===== config.mk =====
export PLATFORM = sky130hd
export DESIGN_NAME = sine_index_dispatcher
export DESIGN_NICKNAME = d
export VERILOG_FILES = /design/src/rtl/sine_index_dispatcher.sv
export SDC_FILE = /design/constraint.sdc
export NUM_CORES = 1
export LEC_CHECK = 0
export BUFFER_PORTS_ARGS = -buffer_cell sky130_fd_sc_hd__buf_2
export CORE_MARGIN = 2
export CORE_UTILIZATION = 56
export DETAILED_ROUTE_END_ITERATION = 8
export HOLD_SLACK_MARGIN = 0.03
export PLACE_DENSITY_LB_ADDON = 0.08
export SKIP_LAST_GASP = 1
export SYNTH_ARGS = -nofsm -noshare
export SYNTH_HDL_FRONTEND = slang
export SYNTH_SLANG_ARGS = --single-unit

===== constraint.sdc =====
create_clock -name clk -period 2.5 [get_ports clk]
set_input_delay 0.25 -clock clk [delete_from_list [all_inputs] [get_ports clk]]
set_output_delay 0.25 -clock clk [all_outputs]
set_load 0.01 [all_outputs]

===== src/rtl/sine_index_dispatcher.sv =====
// Per-period sine index dispatcher: fetches one index per carrier period and
// broadcasts it as two UART bytes to a masked set of links, with fire window.
//
// state      | meaning
// S_IDLE     | waiting for period tick
// S_REQ      | fetch request pulse, latch active channel set
// S_WAIT_IDX | waiting for fetched index
// S_SEND1    | byte 1 start held until all active links went busy
// S_DRAIN1   | waiting for active links to finish byte 1
// S_SEND2    | byte 2 start held until all active links went busy
// S_DRAIN2   | waiting for active links to finish byte 2
// S_DONE     | frame complete pulse
module sine_index_dispatcher #(
    parameter int NUM_CH    = 9,
    parameter int PERIOD    = 2400,
    parameter int SHOOT_LEN = 100,
    parameter int START_TO  = 64
) (
    input  logic              clk,
    input  logic              reset,
    input  logic              enable,
    input  logic [NUM_CH-1:0] ch_mask,
    output logic              req,
    input  logic              idx_valid,
    input  logic [11:0]       sin_index,
    input  logic [3:0]        uart_id,
    output logic [7:0]        data_to_tx,
    output logic [NUM_CH-1:0] start_tx,
    input  logic [NUM_CH-1:0] tx_busy,
    output logic              shoot,
    output logic              frame_done,
    output logic [NUM_CH-1:0] tx_fault,
    output logic              overrun
);
    localparam int CW = (PERIOD > 1) ? $clog2(PERIOD) : 1;
    localparam int TW = $clog2(START_TO + 1);
    localparam logic [CW-1:0] CNT_LAST = CW'(PERIOD - 1);
    localparam logic [TW-1:0] TO_LOAD  = TW'(START_TO - 1);

    typedef enum logic [2:0] {
        S_IDLE, S_REQ, S_WAIT_IDX, S_SEND1, S_DRAIN1, S_SEND2, S_DRAIN2, S_DONE
    } state_t;

    state_t            state, state_n;
    logic [CW-1:0]     cnt, cnt_n;
    logic [TW-1:0]     to_cnt, to_n;
    logic [NUM_CH-1:0] act, act_n, seen, seen_n, seen_all, fault_n;
    logic [11:0]       idx_l, idx_n;
    logic [3:0]        id_l, id_n;
    logic              tick, ovr_n;

    assign tick = enable && (cnt == CNT_LAST);

    always_comb begin
        cnt_n = '0;
        if (enable) begin
            cnt_n = (cnt == CNT_LAST) ? '0 : cnt + CW'(1);
        end
    end

    always_comb begin
        state_n  = state;
        act_n    = act;
        seen_n   = seen;
        to_n     = to_cnt;
        idx_n    = idx_l;
        id_n     = id_l;
        fault_n  = tx_fault;
        seen_all = seen | (tx_busy & act);
        // a tick while a frame is in flight is dropped, not queued
        ovr_n    = overrun | (tick && (state != S_IDLE));
        case (state)
            S_IDLE: begin
                if (tick) state_n = S_REQ;
            end
            S_REQ: begin
                act_n   = ch_mask & ~tx_fault;
                state_n = S_WAIT_IDX;
            end
            S_WAIT_IDX: begin
                if (idx_valid) begin
                    idx_n   = sin_index;
                    id_n    = uart_id;
                    seen_n  = '0;
                    to_n    = TO_LOAD;
                    state_n = S_SEND1;
                end
            end
            S_SEND1, S_SEND2: begin
                seen_n = seen_all;
                to_n   = to_cnt - TW'(1);
                if ((seen_all & act) == act) begin
                    state_n = (state == S_SEND1) ? S_DRAIN1 : S_DRAIN2;
                end else if (to_cnt == '0) begin
                    fault_n = tx_fault | (act & ~seen_all);
                    act_n   = act & seen_all;
                    state_n = (state == S_SEND1) ? S_DRAIN1 : S_DRAIN2;
                end
            end
            S_DRAIN1: begin
                if ((tx_busy & act) == '0) begin
                    seen_n  = '0;
                    to_n    = TO_LOAD;
                    state_n = S_SEND2;
                end
            end
            S_DRAIN2: begin
                if ((tx_busy & act) == '0) state_n = S_DONE;
            end
            S_DONE: begin
                state_n = S_IDLE;
            end
            default: begin
                state_n = S_IDLE;
            end
        endcase
    end

    // outputs are registered from the next-state values
    always_ff @(posedge clk) begin
        if (reset) begin
            state      <= S_IDLE;
            cnt        <= '0;
            to_cnt     <= '0;
            act        <= '0;
            seen       <= '0;
            idx_l      <= '0;
            id_l       <= '0;
            req        <= 1'b0;
            frame_done <= 1'b0;
            start_tx   <= '0;
            data_to_tx <= '0;
            shoot      <= 1'b0;
            tx_fault   <= '0;
            overrun    <= 1'b0;
        end else begin
            state      <= state_n;
            cnt        <= cnt_n;
            to_cnt     <= to_n;
            act        <= act_n;
            seen       <= seen_n;
            idx_l      <= idx_n;
            id_l       <= id_n;
            tx_fault   <= fault_n;
            overrun    <= ovr_n;
            req        <= (state_n == S_REQ);
            frame_done <= (state_n == S_DONE);
            shoot      <= enable && (cnt_n < CW'(SHOOT_LEN));
            start_tx   <= ((state_n == S_SEND1) || (state_n == S_SEND2)) ? act_n : '0;
            if (state_n == S_SEND1) begin
                data_to_tx <= {id_n, idx_n[11:8]};
            end else if (state_n == S_SEND2) begin
                data_to_tx <= idx_n[7:0];
            end
        end
    end
endmodule


==> reports/metrics.sh, run 1 <==
SETUP-VIOLATIONS-FINAL=0
NUMBER_OF_NETS_IN_THE_SYNTHESIZED_NETLIST=488
P_PER_AREA_nW_PER_UM2=947.1
PLACEDINSTANCEAREA_UM2=4397
SYNTHDOMINANTAREACELLTYPE='sky130_fd_sc_hd__dfxtp_1'
STARTPOINT='act[5]'
MOST_FREQUENT_CELL_AFTER_SYNTHESIS='sky130_fd_sc_hd__dfxtp_1'
FIRST_PASS_GRT_WIRE_LENGTH_MM=14.78
FINALMAXSLEWVIOLATIONS=0
SYNTH_TOP_FAMILY_BY_AREA='simple AND/OR/NAND/NOR gates'
CP_SLOWEST_STAGE_DELAY_NS=0.40
SYNTH.MUX.AREA_FRACTION_PCT=4.409
NUMBER_OF_GLOBAL_ROUTE_VIAS_BEFORE_REPAIR=3255
WORSTPATHCELLLIST='nor3b_1 -> nor3_1 -> and3_4 -> o31ai_4 -> nand2_2 -> nor4_4 -> buf_4 -> a2111oi_1'
DRC=0
WORST-SETUP-PATH-TYPE='reg2reg'
CTS.CLK_SLEW.WORST_PATHS_NS=0.08
GATE_COUNT_OF_THE_MAPPED_NETLIST=448
CP_TOP_FAMILY='simple AND/OR/NAND/NOR gates'
SYNTH-EDFF-COUNT=0
NETS=568
SYNTH_FLOP_CELL='sky130_fd_sc_hd__dfxtp_1'
DRV.MAX_CAP_VIOLATION_COUNT=0
DIE-AREA_UM2=7625
IRDROPWORSTVDD_uV=678.5
ANTENNA_FOUND_INITIAL=0
POST_SYNTHESIS_CELL_AREA_UM2=3887
WORST_HOLD_MARGIN_NS=0.1772
HOLD_PATH.STARTPOINT='sin_index[2]'
DRT_PRE_ANTENNA_ITERS=4
GRT_MAX_DEGREE=35
ACHIEVABLE-FREQUENCY_GHz=0.4340
TOTALWIRELENGTH_MM=9.164
TRITONCTS='yes'
FLOORPLAN.DIE.WIDTH_UM=87.32
CRITICAL_PATH_PEAK_FANOUT=7
CTS_MAX_PATH_BUFFERS=2
MINIMUM_CLOCK_PERIOD_AFTER_LAYOUT_NS=2.304
WORSTSETUPENDPOINTTYPE='flop'
GLOBALROUTEOVERFLOWTOTAL=0
FINAL-HOLD-VIOLATION-COUNT=0
CRIT_PATH_TOP_DELAY_CELL='sky130_fd_sc_hd__o31ai_4'
GRT_USE_TOTAL_PCT=24.33
TIMING.CRITICAL_PATH.BUF_INV=1
MAX_SLEW.WORST_PIN.SLEW_NS=0.6444
TRITONCTS.NUM_BUFFERS=9
RSZ_0062_RAISED_AFTER_GLOBAL_ROUTING='no'
CTS-ROOT-BUF='sky130_fd_sc_hd__clkbuf_8'
SYNTH_TOP_CELLS_BY_COUNT='sky130_fd_sc_hd__dfxtp_1 (86), sky130_fd_sc_hd__nor2_1 (77), sky130_fd_sc_hd__a21oi_1 (32)'
SYNTHESIS.AREA_PER_INSTANCE_UM2=8.677
POST-DP-HPWL_MM=6.560
PLACE.GP.CONGESTION=0.8730
DETAIL_ROUTE.WL_PER_CELL_UM=14.95
START_UTIL_PCT=57.54
NUMCLOCKSINKS=86
REGTOREGSTARTPOINT='act[5]'
XOR_XNOR_SHARE_OF_THE_SYNTHESIZED_AREA_PCT=2.478
TYPE_OF_THE_WORST_MIN_DELAY_PATH='in2reg'
SYNTH_TOP_AREA_SHARE_PCT=44.29
CLK-INSERTION-DELAY-LATE_NS=0.34
VIA_COUNT=3588
FP.DIEH_UM=87.32
SETUP.WORST_PATH.START_CLASS='flop'
FLOORPLAN.ROWS=30
CRITICAL_PATH_ARRIVAL_NS=2.52
PLACE.PORT_BUFFERS=67
DRIVE_GT1_SHARE_PCT=24.95
H-TREE-DEPTH=3
LEAKAGEPOWER_uW=0.001837
SYNTHSIMPLEGATEAREAFRAC_PCT=24.27
YS_TOP_CELLS_BY_AREA='sky130_fd_sc_hd__dfxtp_1 (44%), sky130_fd_sc_hd__nor2_1 (7.4%), sky130_fd_sc_hd__a31oi_1 (4.8%), sky130_fd_sc_hd__a21oi_1 (4.1%), sky130_fd_sc_hd__mux2i_1 (4.1%)'
TIMING.CLOCK.SKEW_NS=0.008257
POST-ROUTE-CELL-AREA_UM2=4602
SYNTHADDERAREAFRAC_PCT=0.6437
SEQUENTIAL_SHARE_OF_THE_SYNTHESIZED_AREA_PCT=44.29
CRITICAL_PATH_REQUIRED_NS=2.72
SYNTH-ASYNC-RESET-RATIO_PCT=0
ANTENNA-DIODE-COUNT=0
SYNTHTOLAYOUTAREAGROWTH_PCT=18.38
DRTITER0DRC=187
BOUNDARYPINS=68
AVGVIACOUNTPERCELL=5.853
SYNTH_COMPOUND_AREA_SHARE_PCT=19.89
TIMING.REG2REG.SETUP_SLACK_NS=0.20
NETLIST-CELL-TYPE-COUNT=53
COUNT_OF_YOSYS_WARNINGS_DURING_SYNTHESIS=0
ANT_NETS=0
FINAL_WORST_PATH_PERIOD_SHARE_PCT=92.16
WORST_SLEW_MARGIN_REL_PCT=56.81
FP.COREAREA_UM2=6756
RUN_STATUS='finished clean'
NUMBER_OF_REGISTER_BITS_INFERRED_BY_SYNTHESIS=86
[kinds of logic (layout without fill, tap and decap cells)]
kind of cell,after synthesis,count (layout)
fa+ha+maj,2,2
simple gates,182,182
buf+inv,40,125
compound gates,110,110
mux,17,17
xor+xnor,11,11
flops,86,86
[report_power, final]
group / total, uW / switching (uW) / internal (uW) / leakage, uW
Combinational: 1870 / 1120 / 756 / 0.00106
Sequential: 1640 / 126 / 1510 / 0.000694
Clock: 846 / 462 / 384 / 0.0000861
[cells in the final DEF (no fill, tap or decap), types with 5 or more instances in the layout]
| master | synthesis | routed |
|---|---|---|
| sky130_fd_sc_hd__nor2_1 | 77 | 77 |
| sky130_fd_sc_hd__nor3b_1 | 7 | 6 |
| sky130_fd_sc_hd__xnor2_1 | 5 | 5 |
| sky130_fd_sc_hd__nand2_1 | 19 | 18 |
| sky130_fd_sc_hd__o31a_1 | 8 | 8 |
| sky130_fd_sc_hd__buf_4 | 0 | 26 |
| sky130_fd_sc_hd__nand4_1 | 14 | 14 |
| sky130_fd_sc_hd__a31oi_1 | 30 | 30 |
| sky130_fd_sc_hd__and3_1 | 10 | 10 |
| sky130_fd_sc_hd__a21oi_1 | 32 | 32 |
| sky130_fd_sc_hd__dfxtp_1 | 86 | 86 |
| sky130_fd_sc_hd__nand3_1 | 8 | 8 |
| sky130_fd_sc_hd__mux2i_1 | 16 | 16 |
| sky130_fd_sc_hd__a211oi_1 | 5 | 5 |
| sky130_fd_sc_hd__and2_1 | 13 | 13 |
| sky130_fd_sc_hd__buf_2 | 5 | 67 |
| sky130_fd_sc_hd__inv_1 | 16 | 16 |
| sky130_fd_sc_hd__or2_2 | 9 | 9 |
| sky130_fd_sc_hd__xor2_1 | 6 | 6 |
| sky130_fd_sc_hd__clkbuf_8 | 0 | 10 |
| sky130_fd_sc_hd__o21ai_0 | 8 | 8 |
[tightest hold or removal path, cell delays in order]
cell and delay [ns]:
sky130_fd_sc_hd__buf_2 0.07, sky130_fd_sc_hd__mux2i_1 0.07, sky130_fd_sc_hd__nor2_1 0.08
[metal layers]
layer	GRT usage, %	part of all wire (%)	up-vias
met4	10.35	2.0	0
li1	-	-	1782
met1	32.09	46	1670
met5	0	0	-
met3	3.886	5.2	20
met2	39.39	47	116
[stage by stage]
step / TNS, ns / worst slack, ns / instances / power (uW) / utilization [%]
final: 0 / 0.1961 / 613 / 4358 / 68.11
after global routing: 0 / 0.02507 / 613 / 4649 / 68.11
after CTS: 0 / 0.01823 / 609 / 4291 / 67.56
after detailed placement: -0.1600 / -0.03363 / 593 / 3445 / 65.07
after global placement: 0 / 0.02781 / 593 / 3403 / 65.07
after floorplan: 0 / 0.2755 / 448 / 2893 / -
[path summary, 6_finish.rpt]
path / to / cells after the start
worst min-delay path: idx_l[2] / 3
worst max-delay path: data_to_tx[1] / 8
worst min register to register: cnt[0] / 1
worst max register to register: data_to_tx[1] / 8
[registers in the layout (all words and copies together) (netlist names)]
name / flops
state: 3
shoot: 1
req: 1
act: 9
overrun: 1
idx_l: 12
frame_done: 1
cnt: 12
data_to_tx: 8
id_l: 4
seen: 9
start_tx: 9
tx_fault: 9
to_cnt: 7
[layout make-up]
type	instances	area (um2)
Clock buffer	12	145.1
Clock inverter	4	22.52
Fill cell	556	2155
Inverter	16	60.06
Multi-Input combinational cell	322	2022
Sequential cell	86	1722
Tap cell	80	100.1
Timing Repair Buffer	93	530.5
[repair_timing]
action / CTS / global route
hold buffers: 0 / 0
pin swaps: 1 / 1
buffers inserted: 0 / 4
gates resized for setup: 0 / 2
endpoints found under the setup margin: 7 / 25
(Power assumes the default switching activity.)
==> run 2, diff against run 1 <==
--- a/config.mk
+++ b/config.mk
@@ -11,6 +11,7 @@
 export DETAILED_ROUTE_END_ITERATION = 8
 export HOLD_SLACK_MARGIN = 0.03
 export PLACE_DENSITY_LB_ADDON = 0.08
+export RECOVER_POWER = 50
 export SKIP_LAST_GASP = 1
 export SYNTH_ARGS = -nofsm -noshare
 export SYNTH_HDL_FRONTEND = slang
==> run 2 against run 1 <==
Against the previous run:
- clock skew barely moved
- combinational power about the same
- global-route usage stayed put
- register-to-register slack about the same
- largest power group unchanged
- setup slack about the same
- largest cell class unchanged
- critical path depth unchanged
- total power decreased by 0.22%
- routed wire length grew 0.75%
==> reports/metrics.sh, run 2 (synthesis results as in run 1) <==
SEQ_POWER_SHARE_PCT=37.7  # was 37.6%
SETUP-VIOLATIONS-FINAL=0  # unchanged
LAYOUT.CELLS.MOST_COMMON_LIST='sky130_fd_sc_hd__dfxtp_1 (86), sky130_fd_sc_hd__nor2_1 (77), sky130_fd_sc_hd__buf_2 (37)'  # was sky130_fd_sc_hd__dfxtp_1 (86), sky130_fd_sc_hd__nor2_1 (77), sky130_fd_sc_hd__buf_2 (67)
ACHIEVABLE-FREQUENCY_GHz=0.4341  # was 0.4340 GHz
P_PER_AREA_nW_PER_UM2=954.3  # was 947.1 nW/um2
TRITONCTS='yes'  # unchanged
ANT_NETS=0  # unchanged
TYPE_OF_THE_WORST_MIN_DELAY_PATH='in2reg'  # unchanged
CLK-INSERTION-DELAY-LATE_NS=0.34  # about the same
FLOORPLAN.ROWS=30  # unchanged
SETUP-TNS-FINAL_NS=0  # unchanged
GLOBALROUTEOVERFLOWTOTAL=0  # unchanged
LEAKAGEPOWER_uW=0.001696  # was 0.001837 uW
TRITONCTS.NUM_BUFFERS=9  # unchanged
CRITICAL_PATH_REQUIRED_NS=2.72  # about the same
DRTITER0DRC=177  # was 187
CLOCKPOWERSHARE_PCT=19.4  # about the same
ANTENNA-DIODE-COUNT=0  # unchanged
NUMBER_OF_GLOBAL_ROUTE_VIAS_BEFORE_REPAIR=3255  # unchanged
FIRST_PASS_GRT_WIRE_LENGTH_MM=14.78  # unchanged
POST-ROUTE-CELL-AREA_UM2=4557  # was 4602 um2
FP.DIEH_UM=87.32  # unchanged
P_SWITCHING_uW=1711  # was 1706 uW
GRT_USE_TOTAL_PCT=24.33  # unchanged
FP.COREAREA_UM2=6756  # unchanged
RSZ_0062_RAISED_AFTER_GLOBAL_ROUTING='no'  # unchanged
DPL.CELL_COUNT=593  # unchanged
DRC=0  # unchanged
VIA_COUNT=3595  # was 3,588
FINAL-HOLD-VIOLATION-COUNT=0  # unchanged
START_UTIL_PCT=57.54  # unchanged
NUMCLOCKSINKS=86  # unchanged
ANTENNA_FOUND_INITIAL=0  # unchanged
FLOORPLAN.DIE.WIDTH_UM=87.32  # unchanged
DRIVE_GT1_SHARE_PCT=18.76  # was 24.95%
MAX_SLEW.WORST_PIN.SLEW_NS=0.6748  # was 0.6444 ns
POWER.SHARE.SWITCHING_PCT=39.34  # was 39.15%
HOLD_PATH_DEPTH=3  # unchanged
FINALMAXSLEWVIOLATIONS=0  # unchanged
GRT_MAX_DEGREE=35  # unchanged
TOTALWIRELENGTH_MM=9.233  # was 9.164 mm
INTERNAL_POWER_uW=2638  # was 2652 uW
BOUNDARYPINS=68  # unchanged
NETS=568  # unchanged
SETUP.WORST_PATH.START_CLASS='flop'  # unchanged
CRITICAL_PATH_PEAK_FANOUT=7  # unchanged
WORSTPATHCELLLIST='nor3b_1 -> nor3_1 -> and3_4 -> o31ai_4 -> nand2_2 -> nor4_4 -> buf_4 -> a2111oi_1'  # unchanged
DIE-AREA_UM2=7625  # unchanged
FINAL_WORST_PATH_PERIOD_SHARE_PCT=92.15  # was 92.16%
POST-DP-HPWL_MM=6.560  # unchanged
PLACE.PORT_BUFFERS=67  # unchanged
FINISH.CELL_COUNT_WITHOUT_FILLERS=613  # unchanged
RUN_STATUS='finished clean'  # unchanged
FINAL_CORE_UTILIZATION_PCT=67.44  # was 68.11%
MINIMUM_CLOCK_PERIOD_AFTER_LAYOUT_NS=2.304  # about the same
CTS_MAX_PATH_BUFFERS=2  # unchanged
CTS-ROOT-BUF='sky130_fd_sc_hd__clkbuf_8'  # unchanged
CRIT_PATH_TOP_DELAY_CELL='sky130_fd_sc_hd__o31ai_4'  # unchanged
H-TREE-DEPTH=3  # unchanged
PLACEDINSTANCEAREA_UM2=4397  # unchanged
LENGTH_IN_CELLS_OF_THE_WORST_REG_TO_REG_PATH=8  # unchanged
CP_SLOWEST_STAGE_DELAY_NS=0.40  # about the same
WORST-SETUP-PATH-TYPE='reg2reg'  # unchanged
DRV.MAX_CAP_VIOLATION_COUNT=0  # unchanged
WORST_SLEW_MARGIN_REL_PCT=54.77  # was 56.81%
CTS.CLK_SLEW.WORST_PATHS_NS=0.08  # about the same
AVGVIACOUNTPERCELL=5.865  # was 5.853
IRDROPWORSTVDD_uV=680.0  # was 678.5 uV
BIGGESTREGSBYFLOPS='cnt (12), idx_l (12)'  # unchanged
DRT_PRE_ANTENNA_ITERS=5  # was 4
PLACE.GP.CONGESTION=0.8730  # unchanged
LAYOUT_COMMONEST_CELL='sky130_fd_sc_hd__dfxtp_1'  # unchanged
CRITICAL_PATH_ARRIVAL_NS=2.52  # about the same
PWR-SHARE-COMB_PCT=42.9  # was 43.0%
WORSTSETUPENDPOINTTYPE='flop'  # unchanged
DETAIL_ROUTE.WL_PER_CELL_UM=15.06  # was 14.95 um
SYNTHTOLAYOUTAREAGROWTH_PCT=17.22  # was 18.38%
TIMING.CLOCK.SKEW_NS=0.007946  # was 0.008257 ns
==> run 2: cell types whose count changed in the layout (fill, tap and decap cells not counted), sizes merged <==
cell,previous run,this run
buf,93,61
clkbuf,12,44
==> run 2: worst paths after layout <==
| kind | from | end | slack (ns) |
|---|---|---|---|
| hold reg to reg | cnt[0] | cnt[0] | 0.45 |
| hold / removal | sin_index[6] | idx_l[6] | 0.18 |
| setup reg to reg | act[5] | data_to_tx[1] | 0.20 |
| setup / recovery | act[5] | data_to_tx[1] | 0.20 |
==> run 2: power groups by stage <==
stage | combinational [uW] | clock (uW) | sequential (uW)
detailed placement | 1780 | 0 | 1660
global route | 2040 | 928 | 1660
global placement | 1740 | 0 | 1660
CTS | 1790 | 868 | 1630
finish | 1860 | 844 | 1640
floorplan | 1250 | 0 | 1640
==> run 2: layout make-up <==
class / instances / area, um2
Clock buffer: 12 / 145.1
Clock inverter: 4 / 22.52
Fill cell: 577 / 2200
Inverter: 16 / 60.06
Multi-Input combinational cell: 322 / 2022
Sequential cell: 86 / 1722
Tap cell: 80 / 100.1
Timing Repair Buffer: 93 / 485.5
==> run 2: repair_timing <==
item	CTS	global route
setup buffers	0	4
resized for setup	0	2
hold buffers	0	0
pin swaps	1	1
setup endpoints to repair	7	25
==> run 2: stage by stage <==
stage | hold WS, ns | setup WS, ns | power, uW
4_1_cts | 0.1696 | 0.01823 | 4291
2_1_floorplan | 0.3993 | 0.2755 | 2893
6_report | 0.1785 | 0.1962 | 4349
5_1_grt | 0.1804 | 0.02507 | 4634
3_3_place_gp | 0.4229 | 0.02781 | 3403
3_5_place_dp | 0.4323 | -0.03363 | 3445
==> run 2: metal layers <==
| metal | share of wire (%) | wire (um) | track usage, % | vias to the layer above |
|---|---|---|---|---|
| li1 | - | - | - | 1782 |
| met4 | 1.7 | 161 | 10.35 | 0 |
| met3 | 5.6 | 516 | 3.886 | 17 |
| met5 | 0 | 0 | 0 | - |
| met2 | 47 | 4305 | 39.39 | 120 |
| met1 | 46 | 4249 | 32.09 | 1676 |
==> run 2: critical path: cells and delay by family, from the launching register on <==
| family | cells | cell delay [ns] |
|---|---|---|
| buf+inv | 1 | 0.20 |
| simple gates | 5 | 1.10 |
| flops | 1 | 0.38 |
| compound gates | 2 | 0.49 |
==> run 3, diff against run 2 <==
--- a/config.mk
+++ b/config.mk
@@ -8,6 +8,8 @@
 export BUFFER_PORTS_ARGS = -buffer_cell sky130_fd_sc_hd__buf_2
 export CORE_MARGIN = 2
 export CORE_UTILIZATION = 56
+export CTS_BUF_LIST = sky130_fd_sc_hd__clkbuf_16
+export CTS_CLUSTER_DIAMETER = 60
 export DETAILED_ROUTE_END_ITERATION = 8
 export HOLD_SLACK_MARGIN = 0.03
 export PLACE_DENSITY_LB_ADDON = 0.08
==> run 3 against run 2 <==
Against the previous run:
- design area increased by 1.6%
- clock power up 37%
- core utilization increased by 1.1 points
- setup slack improved by 0.039 ns
- combinational power barely moved
- via count about the same
==> reports/metrics.sh, run 3 (synthesis results as in run 1) <==
SETUP-VIOLATIONS-FINAL=0  # unchanged
FIRST_PASS_GRT_WIRE_LENGTH_MM=15.24  # was 14.78 mm
WORST_SLEW_MARGIN_REL_PCT=51.86  # was 54.77%
P_SWITCHING_uW=1747  # was 1711 uW
POWER.SHARE.SWITCHING_PCT=37.69  # was 39.34%
FP.COREAREA_UM2=6756  # unchanged
NETS=566  # was 568
HOLD_PATH.STARTPOINT='sin_index[2]'  # was sin_index[6]
START_UTIL_PCT=57.54  # unchanged
WORST-SETUP-PATH-TYPE='reg2reg'  # unchanged
CP_SLOWEST_STAGE_DELAY_NS=0.40  # about the same
ACHIEVABLE-FREQUENCY_GHz=0.4415  # was 0.4341 GHz
MAX_SLEW.WORST_PIN.SLEW_NS=0.7221  # was 0.6748 ns
CTS_MAX_PATH_BUFFERS=2  # unchanged
DRTITER0DRC=149  # was 177
CRITICAL_PATH_PEAK_FANOUT=14  # was 7
CRIT_PATH_TOP_DELAY_CELL='sky130_fd_sc_hd__nor4_4'  # was sky130_fd_sc_hd__o31ai_4
TIMING.REG2REG.SETUP_SLACK_NS=0.24  # was 0.20 ns
DRIVE_GT1_SHARE_PCT=18.08  # was 18.76%
TOTALWIRELENGTH_MM=9.363  # was 9.233 mm
CLOCKPOWERSHARE_PCT=25.1  # was 19.4%
TRITONCTS.NUM_BUFFERS=9  # unchanged
FINALMAXSLEWVIOLATIONS=0  # unchanged
GRT_USE_TOTAL_PCT=25.08  # was 24.33%
LEAKAGEPOWER_uW=0.001733  # was 0.001696 uW
VIA_COUNT=3598  # was 3,595
ROUTE.TOP_LAYER_USED='met4'  # unchanged
WORSTPATHCELLLIST='ha_1 -> nand4_1 -> nor4_4 -> a21o_2 -> buf_4 -> a31oi_1 -> a2111oi_1'  # was nor3b_1 -> nor3_1 -> and3_4 -> o31ai_4 -> nand2_2 -> nor4_4 -> buf_4 -> a2111oi_1
FINAL_WORST_PATH_PERIOD_SHARE_PCT=90.59  # was 92.15%
PLACEDINSTANCEAREA_UM2=4397  # unchanged
TOTAL_POWER_uW=4635  # was 4349 uW
RSZ_0062_RAISED_AFTER_GLOBAL_ROUTING='no'  # unchanged
CRITICAL_PATH_ARRIVAL_NS=2.47  # was 2.52 ns
SETUP-TNS-FINAL_NS=0  # unchanged
TIMING.CLOCK.SKEW_NS=0.004928  # was 0.007946 ns
LAYOUT.FILLER_CELLS=566  # was 577
PLACE.PORT_BUFFERS=67  # unchanged
WORSTSETUPENDPOINTTYPE='flop'  # unchanged
HOLD_PATH_DEPTH=3  # unchanged
GRT_MAX_DEGREE=35  # unchanged
DIE-AREA_UM2=7625  # unchanged
IRDROPWORSTVDD_uV=621.0  # was 680.0 uV
ROUTED-WL-MET2_MM=4.443  # was 4.305 mm
TRITONCTS='yes'  # unchanged
MINIMUM_CLOCK_PERIOD_AFTER_LAYOUT_NS=2.265  # was 2.304 ns
FINISH.CELL_COUNT_WITHOUT_FILLERS=611  # was 613
LENGTH_IN_CELLS_OF_THE_WORST_REG_TO_REG_PATH=7  # was 8
POST-ROUTE-CELL-AREA_UM2=4629  # was 4557 um2
DPL.CELL_COUNT=593  # unchanged
RUN_STATUS='finished clean'  # unchanged
BOUNDARYPINS=68  # unchanged
FLOORPLAN.ROWS=30  # unchanged
SETUP.WORST_PATH.START_CLASS='flop'  # unchanged
FLOORPLAN.DIE.WIDTH_UM=87.32  # unchanged
CTS-HOLD-FIX-BUFFERS=0  # unchanged
CLK-INSERTION-DELAY-LATE_NS=0.33  # was 0.34 ns
R2R_END='data_to_tx[1]'  # unchanged
TYPE_OF_THE_WORST_MIN_DELAY_PATH='in2reg'  # unchanged
DETAIL_ROUTE.WL_PER_CELL_UM=15.32  # was 15.06 um
CP_TOP_FAMILY='simple AND/OR/NAND/NOR gates'  # unchanged
POST-DP-HPWL_MM=6.560  # unchanged
FP.DIEH_UM=87.32  # unchanged
DETAIL_ROUTE.WIRELENGTH.MET1_MM=4.314  # was 4.249 mm
CRITICAL_PATH_REQUIRED_NS=2.71  # was 2.72 ns
ANT_NETS=0  # unchanged
GLOBALROUTEOVERFLOWTOTAL=0  # unchanged
PLACE.GP.CONGESTION=0.8730  # unchanged
CTS.CLK_SLEW.WORST_PATHS_NS=0.06  # was 0.08 ns
SEQ_POWER_SHARE_PCT=35.4  # was 37.7%
H-TREE-DEPTH=3  # unchanged
LAYOUT.CELLS.MOST_COMMON_LIST='sky130_fd_sc_hd__dfxtp_1 (86), sky130_fd_sc_hd__nor2_1 (77), sky130_fd_sc_hd__buf_2 (37)'  # unchanged
ANTENNA-DIODE-COUNT=0  # unchanged
REGTOREGSTARTPOINT='cnt[0]'  # was act[5]
DRC=0  # unchanged
TIMING.CRITICAL_PATH.BUF_INV=1  # unchanged
DRT_PRE_ANTENNA_ITERS=5  # unchanged
LAYOUT_COMMONEST_CELL='sky130_fd_sc_hd__dfxtp_1'  # unchanged
PWR-SHARE-COMB_PCT=39.5  # was 42.9%
HOLD-PATH-ENDPOINT='idx_l[2]'  # was idx_l[6]
SYNTHTOLAYOUTAREAGROWTH_PCT=19.09  # was 17.22%
ANTENNA_FOUND_INITIAL=0  # unchanged
CTS-ROOT-BUF='sky130_fd_sc_hd__clkbuf_16'  # was sky130_fd_sc_hd__clkbuf_8
AVGVIACOUNTPERCELL=5.889  # was 5.865
DETAILED_ROUTED_WIRE_LENGTH_ON_MET3_UM=457  # was 516 um
P_PER_AREA_nW_PER_UM2=1001  # was 954.3 nW/um2
BIGGESTREGSBYFLOPS='cnt (12), idx_l (12)'  # unchanged
NUMCLOCKSINKS=86  # unchanged
DRV.MAX_CAP_VIOLATION_COUNT=0  # unchanged
FINAL-HOLD-VIOLATION-COUNT=0  # unchanged
NUMBER_OF_GLOBAL_ROUTE_VIAS_BEFORE_REPAIR=3317  # was 3,255
INTERNAL_POWER_uW=2888  # was 2638 uW
-- run 3: cell count changes in the layout (fill, tap and decap cells not counted) --
cell,previous run,this run
sky130_fd_sc_hd__buf_4,24,21
sky130_fd_sc_hd__inv_1,16,18
sky130_fd_sc_hd__clkinv_1,0,1
sky130_fd_sc_hd__clkbuf_16,0,9
sky130_fd_sc_hd__clkbuf_1,34,33
sky130_fd_sc_hd__clkbuf_8,10,0
-- run 3: worst max-delay path by stage --
| stage | endpoint | cells after the start | start | slack, ns |
|---|---|---|---|---|
| 6_report | data_to_tx[1] | 7 | cnt[0] | 0.24 |
| 5_1_grt | tx_fault[1] | 6 | state[1] | 0.03 |
| 4_1_cts | tx_fault[5] | 6 | state[1] | 0.12 |
| 3_5_place_dp | data_to_tx[1] | 9 | tx_busy[5] | -0.03 |
| 2_1_floorplan | data_to_tx[5] | 7 | act[2] | 0.28 |
| 3_3_place_gp | data_to_tx[6] | 9 | tx_busy[5] | 0.03 |
-- run 3: per-layer routing --
| metal | vias up | track usage, % |
|---|---|---|
| met4 | 0 | 10.91 |
| met5 | - | 0 |
| li1 | 1778 | - |
| met2 | 113 | 40.50 |
| met1 | 1689 | 33.04 |
| met3 | 18 | 4.076 |
-- run 3: power by group through the flow --
stage	clock network [uW]	logic (uW)	registers (uW)
floorplan	0	1250	1640
global placement	0	1740	1660
detailed placement	0	1780	1660
CTS	1180	1820	1640
global route	1240	2020	1660
finish	1160	1830	1640
-- run 3: per-stage QoR --
step | setup WS, ns | hold slack [ns] | util, %
final | 0.2352 | 0.1904 | 68.52
after global routing | 0.02976 | 0.2038 | 68.52
after CTS | 0.1153 | 0.1905 | 69.13
after floorplan | 0.2755 | 0.3993 | -
after global placement | 0.02781 | 0.4229 | 65.07
after detailed placement | -0.03363 | 0.4323 | 65.07
-- run 3: cell type report --
class / instances / area [um2] / share of cell area [%]
clock buffers: 9 / 225.2 / 4.865
repair buffers: 91 / 466.7 / 10.08
clock inverters: 7 / 33.78 / 0.7297
flip-flops and latches: 86 / 1722 / 37.19
inverters: 16 / 60.06 / 1.297
multi-input cells: 322 / 2022 / 43.68
well taps: 80 / 100.1 / 2.162
-- run 3: repair_timing --
action / CTS / global route
buffers inserted: 2 / 0
pin swaps: 1 / 0
endpoints found under the setup margin: 7 / 17
gates resized for setup: 0 / 2
-- run 3: worst reg2reg max path, delay by kind of cell (launching register included) --
kind | cells | cell delay (ns)
AND/OR/NAND/NOR | 2 | 0.67
adder cells (fa/ha/maj) | 1 | 0.25
buffers and inverters | 1 | 0.20
flip-flops | 1 | 0.35
AO/OA/AOI/OAI | 3 | 0.67
